$ cat config.mk
export PLATFORM = sky130hd
export DESIGN_NAME = regfile_sequencer_flat
export DESIGN_NICKNAME = d
export VERILOG_FILES = /design/src/rtl/regfile_seq_pkg.sv /design/src/rtl/regfile_seq_if.sv /design/src/rtl/regfile_sequencer_alu_4.sv /design/src/rtl/regfile_sequencer.sv /design/src/flat_wrapper.sv
export SDC_FILE = /design/constraint.sdc
export NUM_CORES = 1
export LEC_CHECK = 0
export CORE_ASPECT_RATIO = 0.75
export CORE_MARGIN = 2
export CORE_UTILIZATION = 30
export CTS_CLUSTER_DIAMETER = 50
export DETAILED_ROUTE_END_ITERATION = 6
export PLACE_DENSITY = 0.52
export SYNTH_ARGS = -nofsm -noshare
export SYNTH_HDL_FRONTEND = slang
export SYNTH_SLANG_ARGS = --single-unit
$ cat constraint.sdc
create_clock -name i_clk -period 4.7 [get_ports i_clk]
set_input_delay 0.94 -clock i_clk [delete_from_list [all_inputs] [get_ports i_clk]]
set_output_delay 0.94 -clock i_clk [all_outputs]
set_load 0.01 [all_outputs]
$ cat src/rtl/regfile_seq_pkg.sv
// ============================================================================
// Module      : regfile_seq_pkg
// Description : Shared types and defaults for the register-file sequencer.
// Revision    : 1.0 - initial release
// ============================================================================
`default_nettype none

package regfile_seq_pkg;

  localparam int WIDTH_DEF  = 4;
  localparam int ADDR_W_DEF = 2;

  typedef enum logic [2:0] {
    OP_ADD  = 3'b000,
    OP_SUB  = 3'b001,
    OP_AND  = 3'b010,
    OP_OR   = 3'b011,
    OP_XOR  = 3'b100,
    OP_LDI  = 3'b101,
    OP_ADDI = 3'b110,
    OP_MOV  = 3'b111
  } opcode_e;

  typedef enum logic [1:0] {
    S_IDLE = 2'd0,
    S_READ = 2'd1,
    S_EXEC = 2'd2,
    S_WB   = 2'd3
  } state_e;

endpackage

`default_nettype wire

$ cat src/rtl/regfile_seq_if.sv
// ============================================================================
// Module      : regfile_seq_if
// Description : Instruction handshake and register-file bus of the sequencer.
// Revision    : 1.0 - initial release
// ============================================================================
`default_nettype none

interface regfile_seq_if
  import regfile_seq_pkg::*;
#(
  parameter int WIDTH  = WIDTH_DEF,
  parameter int ADDR_W = ADDR_W_DEF
);

  logic              i_instr_valid;
  logic              o_instr_ready;
  opcode_e           i_opcode;
  logic [ADDR_W-1:0] i_rd;
  logic [ADDR_W-1:0] i_rs1;
  logic [ADDR_W-1:0] i_rs2;
  logic [WIDTH-1:0]  i_imm;
  logic [ADDR_W-1:0] o_reg_read_0;
  logic [ADDR_W-1:0] o_reg_read_1;
  logic [WIDTH-1:0]  i_port_read_0;
  logic [WIDTH-1:0]  i_port_read_1;
  logic [ADDR_W-1:0] o_reg_write;
  logic [WIDTH-1:0]  o_port_write;
  logic              o_write_enable;
  logic              o_done;
  logic              o_carry;
  logic              o_zero;

  // Sequencer side
  modport master (
    input  i_instr_valid, i_opcode, i_rd, i_rs1, i_rs2, i_imm,
    input  i_port_read_0, i_port_read_1,
    output o_instr_ready, o_reg_read_0, o_reg_read_1,
    output o_reg_write, o_port_write, o_write_enable,
    output o_done, o_carry, o_zero
  );

  // Instruction source and register file side
  modport slave (
    output i_instr_valid, i_opcode, i_rd, i_rs1, i_rs2, i_imm,
    output i_port_read_0, i_port_read_1,
    input  o_instr_ready, o_reg_read_0, o_reg_read_1,
    input  o_reg_write, o_port_write, o_write_enable,
    input  o_done, o_carry, o_zero
  );

endinterface

`default_nettype wire

$ cat src/rtl/regfile_sequencer_alu_4.sv
// ============================================================================
// Module      : alu_4
// Description : Combinational ALU producing result and carry/borrow.
// Revision    : 1.0 - initial release
// ============================================================================
`default_nettype none

module alu_4
  import regfile_seq_pkg::*;
#(
  parameter int WIDTH = WIDTH_DEF
) (
  input  wire logic [WIDTH-1:0] i_a,
  input  wire logic [WIDTH-1:0] i_b,
  input  wire logic [WIDTH-1:0] i_imm,
  input  wire opcode_e          i_opcode,
  output logic      [WIDTH-1:0] o_result,
  output logic                  o_carry
);

  logic [WIDTH:0] w_ext;

  // SUB: the extra MSB of the widened difference is the borrow (a < b)
  always_comb begin
    w_ext    = '0;
    o_result = '0;
    o_carry  = 1'b0;
    case (i_opcode)
      OP_ADD: begin
        w_ext    = {1'b0, i_a} + {1'b0, i_b};
        o_result = w_ext[WIDTH-1:0];
        o_carry  = w_ext[WIDTH];
      end
      OP_SUB: begin
        w_ext    = {1'b0, i_a} - {1'b0, i_b};
        o_result = w_ext[WIDTH-1:0];
        o_carry  = w_ext[WIDTH];
      end
      OP_AND:  o_result = i_a & i_b;
      OP_OR:   o_result = i_a | i_b;
      OP_XOR:  o_result = i_a ^ i_b;
      OP_LDI:  o_result = i_imm;
      OP_ADDI: begin
        w_ext    = {1'b0, i_a} + {1'b0, i_imm};
        o_result = w_ext[WIDTH-1:0];
        o_carry  = w_ext[WIDTH];
      end
      OP_MOV:  o_result = i_a;
      default: o_result = '0;
    endcase
  end

endmodule

`default_nettype wire

$ cat src/rtl/regfile_sequencer.sv
// ============================================================================
// Module      : regfile_sequencer
// Description : Serialised issue/read/execute/write-back controller for a
//               small register file.
// Revision    : 1.0 - initial release
// ============================================================================
`default_nettype none

module regfile_sequencer
  import regfile_seq_pkg::*;
#(
  parameter int WIDTH  = WIDTH_DEF,
  parameter int ADDR_W = ADDR_W_DEF
) (
  input  wire logic      i_clk,
  input  wire logic      i_rst,
  regfile_seq_if.master  bus
);

  localparam logic [1:0] ST_IDLE = S_IDLE;
  localparam logic [1:0] ST_READ = S_READ;
  localparam logic [1:0] ST_EXEC = S_EXEC;
  localparam logic [1:0] ST_WB   = S_WB;

  logic [1:0]        r_state;
  opcode_e           r_opcode;
  logic [ADDR_W-1:0] r_rd;
  logic [ADDR_W-1:0] r_rs1;
  logic [ADDR_W-1:0] r_rs2;
  logic [WIDTH-1:0]  r_imm;
  logic [WIDTH-1:0]  r_op_a;
  logic [WIDTH-1:0]  r_op_b;
  logic [WIDTH-1:0]  r_result;
  logic              r_res_carry;
  logic              r_res_zero;
  logic              r_carry;
  logic              r_zero;

  logic [WIDTH-1:0]  w_alu_result;
  logic              w_alu_carry;
  logic              w_in_wb;

  alu_4 #(
    .WIDTH (WIDTH)
  ) u_alu (
    .i_a      (r_op_a),
    .i_b      (r_op_b),
    .i_imm    (r_imm),
    .i_opcode (r_opcode),
    .o_result (w_alu_result),
    .o_carry  (w_alu_carry)
  );

  always_ff @(posedge i_clk) begin
    if (i_rst) begin
      r_state     <= ST_IDLE;
      r_opcode    <= OP_ADD;
      r_rd        <= '0;
      r_rs1       <= '0;
      r_rs2       <= '0;
      r_imm       <= '0;
      r_op_a      <= '0;
      r_op_b      <= '0;
      r_result    <= '0;
      r_res_carry <= 1'b0;
      r_res_zero  <= 1'b0;
      r_carry     <= 1'b0;
      r_zero      <= 1'b0;
    end else begin
      case (r_state)
        ST_IDLE: begin
          if (bus.i_instr_valid) begin
            r_opcode <= bus.i_opcode;
            r_rd     <= bus.i_rd;
            r_rs1    <= bus.i_rs1;
            r_rs2    <= bus.i_rs2;
            r_imm    <= bus.i_imm;
            r_state  <= ST_READ;
          end
        end
        ST_READ: begin
          r_op_a  <= bus.i_port_read_0;
          r_op_b  <= bus.i_port_read_1;
          r_state <= ST_EXEC;
        end
        ST_EXEC: begin
          r_result    <= w_alu_result;
          r_res_carry <= w_alu_carry;
          r_res_zero  <= (w_alu_result == '0);
          r_state     <= ST_WB;
        end
        ST_WB: begin
          r_carry <= r_res_carry;
          r_zero  <= r_res_zero;
          r_state <= ST_IDLE;
        end
        default: r_state <= ST_IDLE;
      endcase
    end
  end

  // A reset cycle must never write the register file
  assign w_in_wb = (r_state == ST_WB) && !i_rst;

  assign bus.o_instr_ready  = (r_state == ST_IDLE);
  assign bus.o_reg_read_0   = r_rs1;
  assign bus.o_reg_read_1   = r_rs2;
  assign bus.o_reg_write    = r_rd;
  assign bus.o_port_write   = r_result;
  assign bus.o_write_enable = w_in_wb;
  assign bus.o_done         = w_in_wb;
  assign bus.o_carry        = r_carry;
  assign bus.o_zero         = r_zero;

endmodule

`default_nettype wire
$ cat src/flat_wrapper.sv
// flat-port wrapper written by rule: the top's interface ports become plain ports
module regfile_sequencer_flat import regfile_seq_pkg::*;
#(
  parameter int WIDTH  = WIDTH_DEF,
  parameter int ADDR_W = ADDR_W_DEF
)
  (i_clk, i_rst, bus_i_instr_valid, bus_i_opcode, bus_i_rd, bus_i_rs1, bus_i_rs2, bus_i_imm, bus_i_port_read_0, bus_i_port_read_1, bus_o_instr_ready, bus_o_reg_read_0, bus_o_reg_read_1, bus_o_reg_write, bus_o_port_write, bus_o_write_enable, bus_o_done, bus_o_carry, bus_o_zero);
  regfile_seq_if #(.WIDTH(WIDTH), .ADDR_W(ADDR_W)) bus_i ();
  input  wire logic i_clk;
  input  wire logic i_rst;
  input wire logic [$bits(bus_i.i_instr_valid)-1:0] bus_i_instr_valid;
  input wire logic [$bits(bus_i.i_opcode)-1:0] bus_i_opcode;
  input wire logic [$bits(bus_i.i_rd)-1:0] bus_i_rd;
  input wire logic [$bits(bus_i.i_rs1)-1:0] bus_i_rs1;
  input wire logic [$bits(bus_i.i_rs2)-1:0] bus_i_rs2;
  input wire logic [$bits(bus_i.i_imm)-1:0] bus_i_imm;
  input wire logic [$bits(bus_i.i_port_read_0)-1:0] bus_i_port_read_0;
  input wire logic [$bits(bus_i.i_port_read_1)-1:0] bus_i_port_read_1;
  output wire logic [$bits(bus_i.o_instr_ready)-1:0] bus_o_instr_ready;
  output wire logic [$bits(bus_i.o_reg_read_0)-1:0] bus_o_reg_read_0;
  output wire logic [$bits(bus_i.o_reg_read_1)-1:0] bus_o_reg_read_1;
  output wire logic [$bits(bus_i.o_reg_write)-1:0] bus_o_reg_write;
  output wire logic [$bits(bus_i.o_port_write)-1:0] bus_o_port_write;
  output wire logic [$bits(bus_i.o_write_enable)-1:0] bus_o_write_enable;
  output wire logic [$bits(bus_i.o_done)-1:0] bus_o_done;
  output wire logic [$bits(bus_i.o_carry)-1:0] bus_o_carry;
  output wire logic [$bits(bus_i.o_zero)-1:0] bus_o_zero;
  assign bus_i.i_instr_valid = bus_i_instr_valid;
  assign bus_i.i_opcode = bus_i_opcode;
  assign bus_i.i_rd = bus_i_rd;
  assign bus_i.i_rs1 = bus_i_rs1;
  assign bus_i.i_rs2 = bus_i_rs2;
  assign bus_i.i_imm = bus_i_imm;
  assign bus_i.i_port_read_0 = bus_i_port_read_0;
  assign bus_i.i_port_read_1 = bus_i_port_read_1;
  assign bus_o_instr_ready = bus_i.o_instr_ready;
  assign bus_o_reg_read_0 = bus_i.o_reg_read_0;
  assign bus_o_reg_read_1 = bus_i.o_reg_read_1;
  assign bus_o_reg_write = bus_i.o_reg_write;
  assign bus_o_port_write = bus_i.o_port_write;
  assign bus_o_write_enable = bus_i.o_write_enable;
  assign bus_o_done = bus_i.o_done;
  assign bus_o_carry = bus_i.o_carry;
  assign bus_o_zero = bus_i.o_zero;
  regfile_sequencer #(.WIDTH(WIDTH), .ADDR_W(ADDR_W)) u_core (.i_clk(i_clk), .i_rst(i_rst), .bus(bus_i));
endmodule
==> run_results.csv <==
group,metric,value,unit
status,status,"finished, final reports clean",
yosys,synth_top_area_share,30.9,%
finish,final_layout_size_suffix_gt1_share,5.17,%
yosys,yosys_warnings,0,
clock_tree,cts_root_buf,"clkbuf_8",
sta,worstMarginPinSlew,793,ps
sta,skew,5.70,ps
die,core_area,0.00638,mm²
sta,max_freq,307,MHz
drt,first_pass_iters,4,
sta,fin_setup_tns,0,ps
critical_path,cp.required,3760,ps
critical_path,reg2reg_depth,8,
finish,multiInputGateArea,0.00124,mm²
sta,final_hold_viol_count,0,
global_routing,grt_pass1_vias,1713,
drt,route.detailed.drc,0,
power_and_ir_drop,ir_worst_vdd,0.135,mV
die,dieHeight,74.9,µm
sta,slew_headroom,47.1,%
power_and_ir_drop,internal-power,719,µW
global_routing,antenna_found_initial,0,
global_routing,grt_pass1_wl,8180,µm
finish,nets,318,
global_routing,grt_util_met1,20.0,%
finish,antenna_cells,0,
yosys,synth_top_cell_by_area,"dfxtp_1",
sta,finalMaxSlewViolations,0,
critical_path,arrival,2310,ps
power_and_ir_drop,p_leak,0.000971,µW
placement,portBuffers,38,
critical_path,critical_path_class,"input port to primary output",
finish,n_fill_cell,692,
power_and_ir_drop,power.switching,467,µW
global_routing,grt_usage,14.0,%
finish,regArea,621,µm²
placement,dp_hpwl,3540,µm
yosys,ys.flop_type,"dfxtp_1",
drt,drt-total-wl,4740,µm
sta,finalCritPeriodShare,69.3,%
critical_path,reg2reg_to,"u_core.r_res_zero$_SDFFE_PP0P_",
clock_tree,htree_num_levels,2,
critical_path,startpoint_type,"input port",
drt,vias,1694,
global_routing,met3_usage,3.34,%
clock_tree,numClockSinks,31,
clock_tree,clk_pin_slew,60,ps
yosys,ys_async_sr_fraction,0,%
critical_path,r2r_start,"u_core.r_op_a[0]$_SDFFE_PP0N_",
power_and_ir_drop,p_comb_share,47.5,%
finish,areaGrowthSynthToFinish,24.6,%
critical_path,crit_fanout,32,
die,die_x,98.5,µm
yosys,synth_area,0.00201,mm²
yosys,synth.area.top_cells,"dfxtp_1 (31%), ha_1 (12%), mux2i_1 (6.5%)",
critical_path,rrSetupSlack,2270,ps
yosys,synth_edf_count,0,
drt,initialDrtViolationCount,78,
power_and_ir_drop,clkPwrFrac,18.1,%
clock_tree,hold_buffers,0,
min_path,hold_path.class,"flop to flop",
global_routing,grt_max_degree,33,
drt,wl_per_cell,13.5,µm
global_routing,grt-ovfl-total,0,
sta,finalWorstSetupSlack,1450,ps
clock_tree,clock_path_buffers,2,
placement,place_ws,1420,ps
run,timing.max_cap.violations,0,
clock_tree,cts_buffers,5,
finish,mostFrequentLayoutCells,"clkdlybuf4s50_1 (38), nand2_1 (33), dfxtp_1 (31), a21oi_1 (21)",
yosys,yosysSeqAreaShare,30.9,%
clock_tree,tritoncts,"built",
finish,final_common_cell,"clkdlybuf4s50_1",
global_routing,use_met2,21.3,%
clock_tree,clk_latency,280,ps
sta,rsz0062_at_grt,"no",
power_and_ir_drop,p_per_area,473,mW/mm²
yosys,syn_inst,240,
placement,place_congestion,0.812,
die,io_pins,39,
clock_tree,cts_resized,0,
die,initial_core_util,31.5,%
critical_path,startpoint,"i_rst",
drt,ant_nets,0,
die,num_rows,25,
yosys,ys_ff_latch,31,
yosys,synth_nets,287,
yosys,synth.distinct_cells,53,
die,die_area,0.00738,mm²
critical_path,cp-end-kind,"primary output",
sta,period_needed,3250,ps
sta,setup_viol,0,
critical_path,crit_end,"bus_o_write_enable",
drt,routed_via_density,4.81,
clock_tree,cts_setup_buffers,0,
finish,fin_util,39.3,%
power_and_ir_drop,seq_power_share,34.5,%
global_routing,grt.busiest_layer,"met2",
yosys,postSynthAreaPerCell,8.38,µm²
power_and_ir_drop,switching_share,39.4,%
per-layer routing:
metal / share of wire [%] / up-vias
li1: - / 883
met1: 55 / 765
met2: 40 / 41
met3: 4.8 / 5
met4: 0.76 / 0
met5: 0 / -
cell usage after synthesis, drive strengths merged, types with 2 or more instances:
library cell and number:
nor3 3, inv 17, o21ai 3, dfxtp 31, fa 3, clkbuf 8
nor2b 7, a211o 2, nand2 33, ha 20, o32ai 2, nand3 5
nand2b 8, buf 7, nor2 20, a21oi 21, o211a 2, o211ai 3
o21bai 2, mux2i 13, and2 3, a211oi 2
registers in the layout, summed over array words and instances, names as in the netlist, 2 cells and up:
| signal | cells |
|---|---|
| u_core.bus.o_port_write | 4 |
| u_core.bus.o_reg_read_0 | 2 |
| u_core.bus.o_reg_read_1 | 2 |
| u_core.bus.o_reg_write | 2 |
| u_core.r_imm | 4 |
| u_core.r_op_a | 4 |
| u_core.r_op_b | 4 |
| u_core.r_opcode | 3 |
| u_core.r_state | 2 |
layout make-up:
cell class / count / share of cell area [%]
repair buffers: 39 / 15.5
inverters: 17 / 2.55
multi-input cells: 177 / 49.7
well taps: 81 / 4.04
flip-flops and latches: 31 / 24.8
clock inverters: 1 / 0.200
clock buffers: 6 / 3.30
worst min path at each step:
stage | slack, ps | depth (start not counted) | endpoint | start
finish | 460 | 2 | u_core.bus.o_reg_read_1[1]$_SDFFE_PP0P_ | u_core.bus.o_reg_read_1[1]$_SDFFE_PP0P_
global route | 480 | 2 | u_core.bus.o_reg_read_0[1]$_SDFFE_PP0P_ | u_core.bus.o_reg_read_0[1]$_SDFFE_PP0P_
CTS | 460 | 2 | u_core.bus.o_reg_read_1[1]$_SDFFE_PP0P_ | u_core.bus.o_reg_read_1[1]$_SDFFE_PP0P_
detailed placement | 450 | 2 | u_core.bus.o_reg_read_0[0]$_SDFFE_PP0P_ | u_core.bus.o_reg_read_0[0]$_SDFFE_PP0P_
global placement | 450 | 2 | u_core.bus.o_reg_read_1[1]$_SDFFE_PP0P_ | u_core.bus.o_reg_read_1[1]$_SDFFE_PP0P_
floorplan | 430 | 2 | u_core.r_res_zero$_SDFFE_PP0P_ | u_core.r_res_zero$_SDFFE_PP0P_
worst max-delay path, cell delays in order:
cell	delay (ps)
clkdlybuf4s50_1	460
buf_4	320
nor2b_1	100
clkdlybuf4s50_1	490
logic make-up after synthesis:
logic type | Yosys count | synth area share [%]
multiplexers | 13 | 6.47
AO/OA/AOI/OAI | 51 | 17.7
buffers and inverters | 32 | 7.22
adder cells (fa/ha/maj) | 23 | 15.4
AND/OR/NAND/NOR | 88 | 21.5
flip-flops | 31 | 30.9
XOR/XNOR | 2 | 0.871
per-stage QoR:
stage | hold WS [ps] | power [µW] | instances | instance area (µm²)
3_5_place_dp | 450 | 981 | 345 | 2420
3_3_place_gp | 449 | 972 | 345 | 2420
2_1_floorplan | 426 | 805 | 240 | 2010
6_report | 459 | 1190 | 352 | 2510
5_1_grt | 478 | 1300 | 352 | 2510
4_1_cts | 462 | 1200 | 352 | 2510
power by group through the flow:
| stage | Combinational, µW | Sequential, µW | Clock, µW |
|---|---|---|---|
| floorplan | 420 | 385 | 0 |
| global placement | 559 | 413 | 0 |
| detailed placement | 565 | 415 | 0 |
| CTS | 567 | 409 | 222 |
| global route | 640 | 423 | 236 |
| finish | 563 | 409 | 214 |
(Power assumes the default switching activity.)
